--- config.mk ---
export PLATFORM = sky130hd
export DESIGN_NAME = msg_fifo
export DESIGN_NICKNAME = d
export VERILOG_FILES = /design/src/rtl/msg_fifo.sv
export SDC_FILE = /design/constraint.sdc
export NUM_CORES = 2
export LEC_CHECK = 0
export BUFFER_PORTS_ARGS = -buffer_cell sky130_fd_sc_hd__buf_2
export CORE_MARGIN = 2
export CORE_UTILIZATION = 29
export CTS_CLUSTER_DIAMETER = 200
export DETAILED_ROUTE_END_ITERATION = 8
export HOLD_SLACK_MARGIN = 0.08
export PLACE_DENSITY = 0.48
export REMOVE_ABC_BUFFERS = 1
export SETUP_SLACK_MARGIN = 0.3
export SYNTH_ARGS = -nofsm -noshare
export SYNTH_HDL_FRONTEND = slang
export SYNTH_SLANG_ARGS = --single-unit
--- constraint.sdc ---
create_clock -name clk -period 9.35 [get_ports clk]
set_input_delay 0.935 -clock clk [delete_from_list [all_inputs] [get_ports clk]]
set_output_delay 0.935 -clock clk [all_outputs]
set_load 0.005 [all_outputs]
--- src/rtl/msg_fifo.sv ---
// Per-source message buffer: stores a byte stream plus per-message lengths
// and presents only complete messages as show-ahead have_msg/len/data.
// Optional build macro MSG_FIFO_DROP_EN: never back-pressure the producer;
// a message that does not fit is dropped in full and the sticky overflow flag is set.
module msg_fifo #(
    parameter int unsigned DEPTH     = 256,
    parameter int unsigned MSG_DEPTH = 8
) (
    input  logic                         clk,
    input  logic                         n_rst,
    input  logic [7:0]                   wr_data,
    input  logic                         wr_valid,
    input  logic                         wr_last,
    output logic                         wr_ready,
    output logic                         have_msg,
    output logic [7:0]                   len,
    output logic [7:0]                   data,
    input  logic                         rdreq,
    output logic [$clog2(MSG_DEPTH):0]   msg_count,
    output logic                         overflow
);

    localparam int unsigned AW = $clog2(DEPTH);
    localparam int unsigned MW = $clog2(MSG_DEPTH);

    logic [7:0] mem_q     [DEPTH];
    logic [7:0] len_mem_q [MSG_DEPTH];

    logic [AW:0] wr_ptr_q, wr_ptr_d, start_q, start_d, rd_ptr_q, rd_ptr_d;
    logic [MW:0] lwr_q, lwr_d, lrd_q, lrd_d;
    logic [7:0]  wr_cnt_q, wr_cnt_d, rd_cnt_q, rd_cnt_d;
    logic        wr_ready_q, wr_ready_d, have_q, have_d;
    logic [7:0]  len_q, len_d, data_q, data_d;
    logic [MW:0] cnt_q, cnt_d;

    logic        wr_en, commit, pop, pop_msg;
    logic [7:0]  commit_len;
    logic        data_full, len_full;
    logic [MW:0] lused_n;

`ifdef MSG_FIFO_DROP_EN
    logic        ovf_q, ovf_d, drop_q, drop_d;
`endif

    // Next-state logic for pointers, counters and registered outputs
    always_comb begin
        wr_ptr_d   = wr_ptr_q;
        start_d    = start_q;
        rd_ptr_d   = rd_ptr_q;
        lwr_d      = lwr_q;
        lrd_d      = lrd_q;
        wr_cnt_d   = wr_cnt_q;
        rd_cnt_d   = rd_cnt_q;
        wr_en      = 1'b0;
        commit     = 1'b0;
        commit_len = wr_cnt_q + 8'd1;
`ifdef MSG_FIFO_DROP_EN
        ovf_d      = ovf_q;
        drop_d     = drop_q;
`endif

        data_full = (wr_ptr_q - rd_ptr_q) == (AW+1)'(DEPTH);
        len_full  = (lwr_q - lrd_q) == (MW+1)'(MSG_DEPTH);

        // Read side: pop one byte of the head message
        pop     = rdreq & have_q;
        pop_msg = pop & ((rd_cnt_q + 8'd1) == len_q);
        if (pop) begin
            rd_ptr_d = rd_ptr_q + (AW+1)'(1);
            rd_cnt_d = pop_msg ? 8'd0 : rd_cnt_q + 8'd1;
            if (pop_msg) begin
                lrd_d = lrd_q + (MW+1)'(1);
            end
        end

        // Write side: accept, or in drop mode rewind and discard the whole message
`ifdef MSG_FIFO_DROP_EN
        if (wr_valid && wr_ready_q) begin
            if (drop_q) begin
                if (wr_last) begin
                    drop_d = 1'b0;
                end
            end else if (data_full || len_full) begin
                wr_ptr_d = start_q;
                wr_cnt_d = 8'd0;
                ovf_d    = 1'b1;
                drop_d   = !wr_last;
            end else begin
                wr_en = 1'b1;
            end
        end
`else
        wr_en = wr_valid & wr_ready_q;
`endif

        if (wr_en) begin
            wr_ptr_d = wr_ptr_q + (AW+1)'(1);
            if (wr_last || (wr_cnt_q == 8'd254)) begin
                commit   = 1'b1;
                wr_cnt_d = 8'd0;
                start_d  = wr_ptr_q + (AW+1)'(1);
                lwr_d    = lwr_q + (MW+1)'(1);
            end else begin
                wr_cnt_d = wr_cnt_q + 8'd1;
            end
        end

        // Registered outputs are derived from the next state
        lused_n = lwr_d - lrd_d;
        cnt_d   = lused_n;
        have_d  = (lwr_d != lrd_d);
`ifdef MSG_FIFO_DROP_EN
        wr_ready_d = 1'b1;
`else
        wr_ready_d = ((wr_ptr_d - rd_ptr_d) != (AW+1)'(DEPTH)) &&
                     (lused_n != (MW+1)'(MSG_DEPTH));
`endif
        len_d  = 8'd0;
        data_d = 8'd0;
        if (have_d) begin
            // Head entry may be the length or byte being written this very cycle
            len_d  = (commit && (lrd_d == lwr_q)) ? commit_len : len_mem_q[lrd_d[MW-1:0]];
            data_d = (wr_en && (rd_ptr_d == wr_ptr_q)) ? wr_data : mem_q[rd_ptr_d[AW-1:0]];
        end
    end

    // State registers
    always_ff @(posedge clk or negedge n_rst) begin
        if (!n_rst) begin
            wr_ptr_q   <= '0;
            start_q    <= '0;
            rd_ptr_q   <= '0;
            lwr_q      <= '0;
            lrd_q      <= '0;
            wr_cnt_q   <= '0;
            rd_cnt_q   <= '0;
            wr_ready_q <= 1'b0;
            have_q     <= 1'b0;
            len_q      <= '0;
            data_q     <= '0;
            cnt_q      <= '0;
        end else begin
            wr_ptr_q   <= wr_ptr_d;
            start_q    <= start_d;
            rd_ptr_q   <= rd_ptr_d;
            lwr_q      <= lwr_d;
            lrd_q      <= lrd_d;
            wr_cnt_q   <= wr_cnt_d;
            rd_cnt_q   <= rd_cnt_d;
            wr_ready_q <= wr_ready_d;
            have_q     <= have_d;
            len_q      <= len_d;
            data_q     <= data_d;
            cnt_q      <= cnt_d;
        end
    end

`ifdef MSG_FIFO_DROP_EN
    // Sticky overflow flag and discard-until-last state
    always_ff @(posedge clk or negedge n_rst) begin
        if (!n_rst) begin
            ovf_q  <= 1'b0;
            drop_q <= 1'b0;
        end else begin
            ovf_q  <= ovf_d;
            drop_q <= drop_d;
        end
    end
    assign overflow = ovf_q;
`else
    assign overflow = 1'b0;
`endif

    // Byte and length storage (no reset needed; contents gated by pointers)
    always_ff @(posedge clk) begin
        if (wr_en) begin
            mem_q[wr_ptr_q[AW-1:0]] <= wr_data;
        end
        if (commit) begin
            len_mem_q[lwr_q[MW-1:0]] <= commit_len;
        end
    end

    assign wr_ready  = wr_ready_q;
    assign have_msg  = have_q;
    assign len       = len_q;
    assign data      = data_q;
    assign msg_count = cnt_q;

endmodule

Word level (Yosys, flattened, before mapping)
Memories as Yosys holds them, arrays and structs flattened.
Cells that the tools add are included.
- register bits: 64
- RAM bits: 2112
- memories kept: 2
- memory list (memory ; depth ; width ; rd ports ; clocked after Yosys merged registers in ; wr ports ; RTL line ; RTL):
    mem_q ; 256 ; 8 ; 1 ; 0 ; 1 ; 26 ; logic [7:0] mem_q [DEPTH];
    len_mem_q ; 8 ; 8 ; 1 ; 0 ; 1 ; 27 ; logic [7:0] len_mem_q [MSG_DEPTH];
- add/subtract/negate cells: 8
- equality and inequality tests: 7
- multiplexer cells: 18
- bitwise gates (word level): 3
- reductions and logical operators: 4
- operators with widths (kind ; number):
    $mux 8 ; 6
    $add 9x1->9 const B ; 2
    $mux 9 ; 2
    $add 8x1->8 const B ; 2
    $mux 4 ; 4
    $eq 9x9->1 ; 1
    $ne 9x9->1 const B ; 1
    $sub 9x9->9 ; 1
    $add 4x1->4 const B ; 2
    $eq 8x8->1 ; 1
    $eq 8x8->1 const B ; 1
    $mux 1 ; 6
    $eq 4x4->1 ; 1
    $ne 4x4->1 ; 1
    $ne 4x4->1 const B ; 1
    $sub 4x4->4 ; 1
    $and 1x1->1 ; 3
    $logic_and 1x1->1 ; 3
    $logic_or 1x1->1 ; 1

Longest topological paths before layout
- word-level depth: 9
- gate-level depth with buffers: 18

Worst setup path before layout
Ideal clock, no wire load.
- kind: input -> register
- from: input rdreq
- to: register wr_ready_q, in the netlist wr_ready
- library setup time: 127 ps
- arrival: 4307 ps
- required time: 9223 ps
- path slack: 4916 ps
- stages: 18
- buffers on the path: 5
- path through: a21bo_2 > and2_1 > buf_2 > inv_2 > buf_2 > buf_2 > clkbuf_1 > buf_1 > ha_1 > nor2b_1 > o21ai_0 > a21oi_1 > a211o_1 > a21o_1 > a21o_1 > or3_1 > a211oi_1 > a21oi_1
- RTL lines (item ; RTL line ; RTL):
    start, declared ; 18 ; input logic rdreq,
    $and 1x1->1 ; 66 ; pop = rdreq & have_q;
    $mux 9 ; 68 ; if (pop) begin
    net rd_ptr_d[0] ; 29 ; logic [AW:0] wr_ptr_q, wr_ptr_d, start_q, start_d, rd_ptr_q, rd_ptr_d;
    $sub 9x9->9 ; 115 ; wr_ready_d = ((wr_ptr_d - rd_ptr_d) != (AW+1)'(DEPTH)) &&
    $ne 9x9->1 ; 115 ;
    $logic_and 1x1->1 ; 115 ;
    net wr_ready_d ; 32 ; logic wr_ready_q, wr_ready_d, have_q, have_d;
    end signal, assigned ; 150 ; wr_ready_q <= wr_ready_d;
    end, declared ; 32 ;
The timed path passes the listed nets, and every way through them passes these cells.
A chain may end at the register's enable or synchronous reset.

Worst setup path after layout
- from: register rd_ptr_q[0]
- to: register data_q[6], in the netlist data[6]
- cells in the longest elaborated chain, start to end: 6
- RTL lines (item ; RTL line ; RTL):
    start, declared ; 29 ;
    start signal, assigned ; 145 ; rd_ptr_q <= rd_ptr_d;
    $add 9x1->9 ; 69 ; rd_ptr_d = rd_ptr_q + (AW+1)'(1);
    $mux 9 (*) ; 68 ;
    parallel branches: the longest is 2 deep, another holds $mem_v2 256x8 ; - ;
    $mux 8 (*) ; 123 ; data_d = (wr_en && (rd_ptr_d == wr_ptr_q)) ? wr_data : mem_q[rd_ptr_d[AW-1:0]];
    $mux 8 (*) ; 120 ; if (have_d) begin
    net data_d[6] ; 33 ; logic [7:0] len_q, len_d, data_q, data_d;
    end signal, assigned ; 153 ; data_q <= data_d;
    end, declared ; 33 ;
Mark *: on every way through the listed nets, which the timed path passes.

==> results.md <==
| Stage | Quantity | Value |
|:---|:---|:---|
| run status | Result of the run | complete, no violations |
| finish | Final-layout fill cell count | 29185 |
| sta | Measured slew at the worst slew-check pin | 1.28 ns |
| setup path | Worst path top cell family by delay | buffers and inverters |
| synthesis | Synth Area per Inst | 14.3 um2 |
| sta | RSZ-0062 raised after global routing | no |
| synthesis | Distinct cell type count of the synthesized netlist | 73 |
| clocking | Count of cells resized by post-cts repair | 0 |
| sta | Maximum achievable frequency | 164 MHz |
| routing | DRC viols | 0 |
| power and ir drop | Internal portion of total power | 18.7 mW |
| routing | Number of design-rule violations left by the first detailed-router iteration | 5428 |
| synthesis | Asr flop ratio synth | 0.0294 |
| synthesis | Sequential cell area fraction in the yosys report | 0.744 |
| power and ir drop | Total chip power | 29.6 mW |
| synthesis | Top FF cell, synth | edfxtp_1 |
| sta | Slew Viols, Final | 0 |
| clocking | Maximum level of the CTS H-tree | 4 |
| synthesis | Synthesis Warnings | 0 |
| setup path | Slowest cell on the critical path | a311oi_1 |
| routing | Vias/cell | 5.13 |
| power and ir drop | Net switching fraction of the power | 0.368 |
| worst hold path | Hold crit path type | input port to flop |
| power and ir drop | PD cells | 298 nW/um2 |
| sta | Relative max-transition margin | 0.144 |
| sta | Final number of setup-violating endpoints | 0 |
| floorplanning | Starting density of the core | 0.291 |
| power and ir drop | Net switching component of the power | 10.9 mW |
| sta | Final worst slack | 3.25 ns |
| floorplanning | Top-level port count | 36 |
| placed design | Placer congestion estimate | 0.808 |
| setup path | Critical path buffer and inverter count | 3 |
| sta | Worst clock skew | 0.0793 ns |
| setup path | WP depth | 12 |
| power and ir drop | Leakage power summed over all cells | 32.0 nW |
| finish | Footprint of the flip-flops and latches | 65000 um2 |
| sta | Number of hold violations in the final report | 0 |
| floorplanning | Die Y-Extent | 553 um |
| power and ir drop | Fraction of power consumed by the clock network | 0.298 |
| setup path | Cell-by-cell trace of the critical path | a21bo_2 > buf_4 > and2_4 > buf_4 > buf_4 > nand2_1 > a31oi_1 > o2111ai_1 > a311oi_1 > a22oi_1 > and4_1 > nor4_1 |
| routing | Routed len/inst | 25.7 um |
| setup path | Largest stage delay, worst path | 1.04 ns |
| synthesis | Netlist area before placement | 87400 um2 |
| setup path | R2R depth | 12 |
| floorplanning | Number of standard-cell rows in the floorplan | 201 |
| sta | Minimum clock period after layout | 6.10 ns |
| routing | DR vias | 52259 |
| floorplanning | Total core area | 300000 um2 |
| clocking | TritonCTS clock tree | done |
| floorplanning | Overall die area | 306000 um2 |
| routing | Final wirelength | 261000 um |
| global routing | Maximum number of pins on one net before global-route repair | 176 |
| routing | Router iterations before antenna repair | 8 |
| placed design | Post-place instance area | 92000 um2 |
| job | Max-Cap Viols | 0 |
| synthesis | Number of register bits inferred by synthesis | 2176 |
| clocking | TritonCTS buffer count | 232 |
| finish | Area of all placed cells without fillers | 99200 um2 |
| placed design | Post-detail-place hpwl | 150000 um |
| sta | Final worst path period share | 0.652 |
| finish | Net total in the final layout | 6069 |
| finish | Ratio of cells with drive above 1 in the final layout | 0.0839 |
| power and ir drop | Proportion of power drawn by flip-flops and latches | 0.378 |
| clocking | Cell at the root of the clock tree | clkbuf_16 |
| setup path | Type of element launching the critical path | flop |
| placed design | Worst slack at placement | 2.60 ns |
| setup path | Cell seen most often among critical-path stages | buf_4 |
| floorplanning | Die Span X | 553 um |
| clocking | Buffers from clock root to sink, at most | 4 |
| global routing | Wire length of the first global-routing pass | 376000 um |
| global routing | Overflow after GRT | 0 |
| global routing | Number of antenna violations at the first check in global routing | 11 |
| synthesis | Number of flops mapped to enable cells by yosys | 2112 |
| worst hold path | WHS Path Cells | 3 |
| setup path | CP Data Arrival Time | 6.90 ns |
| finish | Area of the multi-input gates | 20800 um2 |
| global routing | GR Util All Layers | 0.166 |
| routing | Post-route antenna net violation count | 0 |
| finish | Synthesis-to-layout area growth | 13.6% |
| setup path | Critical Path End Type | flop |
| finish | Share of the core filled with cells in the final layout | 0.331 |
| placed design | Count of port buffers added during placement | 34 |
| synthesis | Gate count after technology mapping | 6090 |
| clocking | Clock network latency to the later pin of the worst-skew pair | 0.92 ns |
| setup path | Crit Path Class | flop to flop |
| global routing | Vias in the first global route | 51072 |
| power and ir drop | Share of power burned in combinational logic | 0.323 |
| clocking | Number of clock sinks seen by CTS | 2176 |
| setup path | Required time worst endpoint | 10.15 ns |
| setup path | Worst Path Max Fanout | 77 |
| power and ir drop | VDD IR max | 369 uV |
| clocking | Clock input transition at the sequential cells of the worst setup and hold paths | 0.07 ns |
[power by group through the flow]
stage               sequential [mW]  clock [mW]  combinational [mW]
global placement               11.4           0                9.50
detailed placement             11.4           0                9.55
CTS                            11.2        8.99                9.57
floorplan                      11.3           0                6.22
global route                   11.2        9.33                10.2
finish                         11.2        8.81                9.56
[sequential cells by signal, indices dropped and copies added, names as in the netlist, 4 cells and up]
signal,flops
rd_cnt_q,8
msg_count,4
lrd_q,4
data,8
wr_cnt_q,8
len_mem_q,64
rd_ptr_q,9
mem_q,2048
lwr_q,4
len,8
wr_ptr_q,9
[worst min-delay path, delay by kind of cell]
family | cells | cell delay, ns
AO/OA/AOI/OAI | 2 | 0.20
buffers and inverters | 1 | 0.09
[Yosys cell counts (all sizes together), types with 42 or more instances]
library cell	instances	share of area
a211oi	80	0.0070
a21oi	42	0.0024
a31oi	122	0.0087
a32oi	255	0.026
and3	144	0.010
buf	134	0.0068
clkbuf	280	0.012
dfrtp	64	0.018
edfxtp	2112	0.73
mux2i	377	0.043
nand2	1249	0.054
nand3	273	0.016
nand4	87	0.0062
nor2	336	0.014
o21ai	89	0.0051
xnor2	42	0.0042
[placed cells by master (no fill, tap or decap), types with 12 or more instances in the layout]
cell       instances
ha_1              20
buf_12            18
a32o_1            14
clkinv_2          44
o22ai_1           15
o21ai_0           89
nand4_1           87
o2111ai_1         16
xor2_1            17
nor3_1            16
clkbuf_16        232
nor2_1           331
nand2_2           16
a32oi_1          255
mux2i_1          376
a31oi_1          122
a21oi_1           42
nand2_1         1232
nor2b_1           18
buf_2             25
and3_1           144
clkinv_1          64
nand3_1          273
dfrtp_1           64
bufinv_16         14
inv_1             24
edfxtp_1        2112
mux4_2            24
a221oi_1          15
a211oi_1          79
a2111oi_0         13
xnor2_1           40
nor4_1            24
o31ai_1           18
clkbuf_1          47
buf_4             74
a311oi_1          12
[path summary, 6_finish.rpt]
path	from	to	slack (ns)
hold reg to reg	lrd_q[3]	lrd_q[3]	0.48
setup reg to reg	rd_ptr_q[0]	data[6]	3.25
min in group asynchronous	n_rst	wr_cnt_q[1]	0.58
max in group asynchronous	n_rst	wr_ptr_q[3]	7.77
hold / removal	wr_last	wr_cnt_q[1]	0.42
setup / recovery	rd_ptr_q[0]	data[6]	3.25
[through the flow]
stage / cells / setup TNS [ns] / hold slack, ns
3_5_place_dp: 9759 / 0 / 0.477
6_report: 10185 / 0 / 0.423
3_3_place_gp: 9757 / 0 / 0.477
2_1_floorplan: 5676 / -400.04 / 0.460
5_1_grt: 10182 / 0 / 0.394
4_1_cts: 10181 / 0 / 0.362
[timing repair]
action,4_1_cts,5_1_grt
hold buffers,1,0
setup buffers,0,0
endpoints found under the hold margin,28,0
[cell families after synthesis]
family                   Yosys count  share of synthesized area
other                              1                  0.0000429
XOR/XNOR                          59                    0.00591
multiplexers                     404                     0.0498
adder cells (fa/ha/maj)           22                    0.00309
AO/OA/AOI/OAI                    780                     0.0680
AND/OR/NAND/NOR                 2204                      0.109
buffers and inverters            444                     0.0201
flip-flops                      2176                      0.744
[layout make-up]
type	count	area share
flip-flops and latches	2176	0.655
multi-input cells	3470	0.209
clock buffers	288	0.0615
well taps	3958	0.0499
repair buffers	126	0.0118
clock inverters	133	0.0107
inverters	30	0.00130
diodes	4	0.000101
[metal layers]
layer / vias up / GRT usage / wire [um]
li1: 23219 / - / -
met1: 27088 / 0.231 / 116000
met2: 1571 / 0.269 / 124000
met3: 377 / 0.0226 / 13800
met4: 4 / 0.0477 / 7640
met5: - / 0 / 27
No activity file was read; power rests on OpenSTA's default activity.
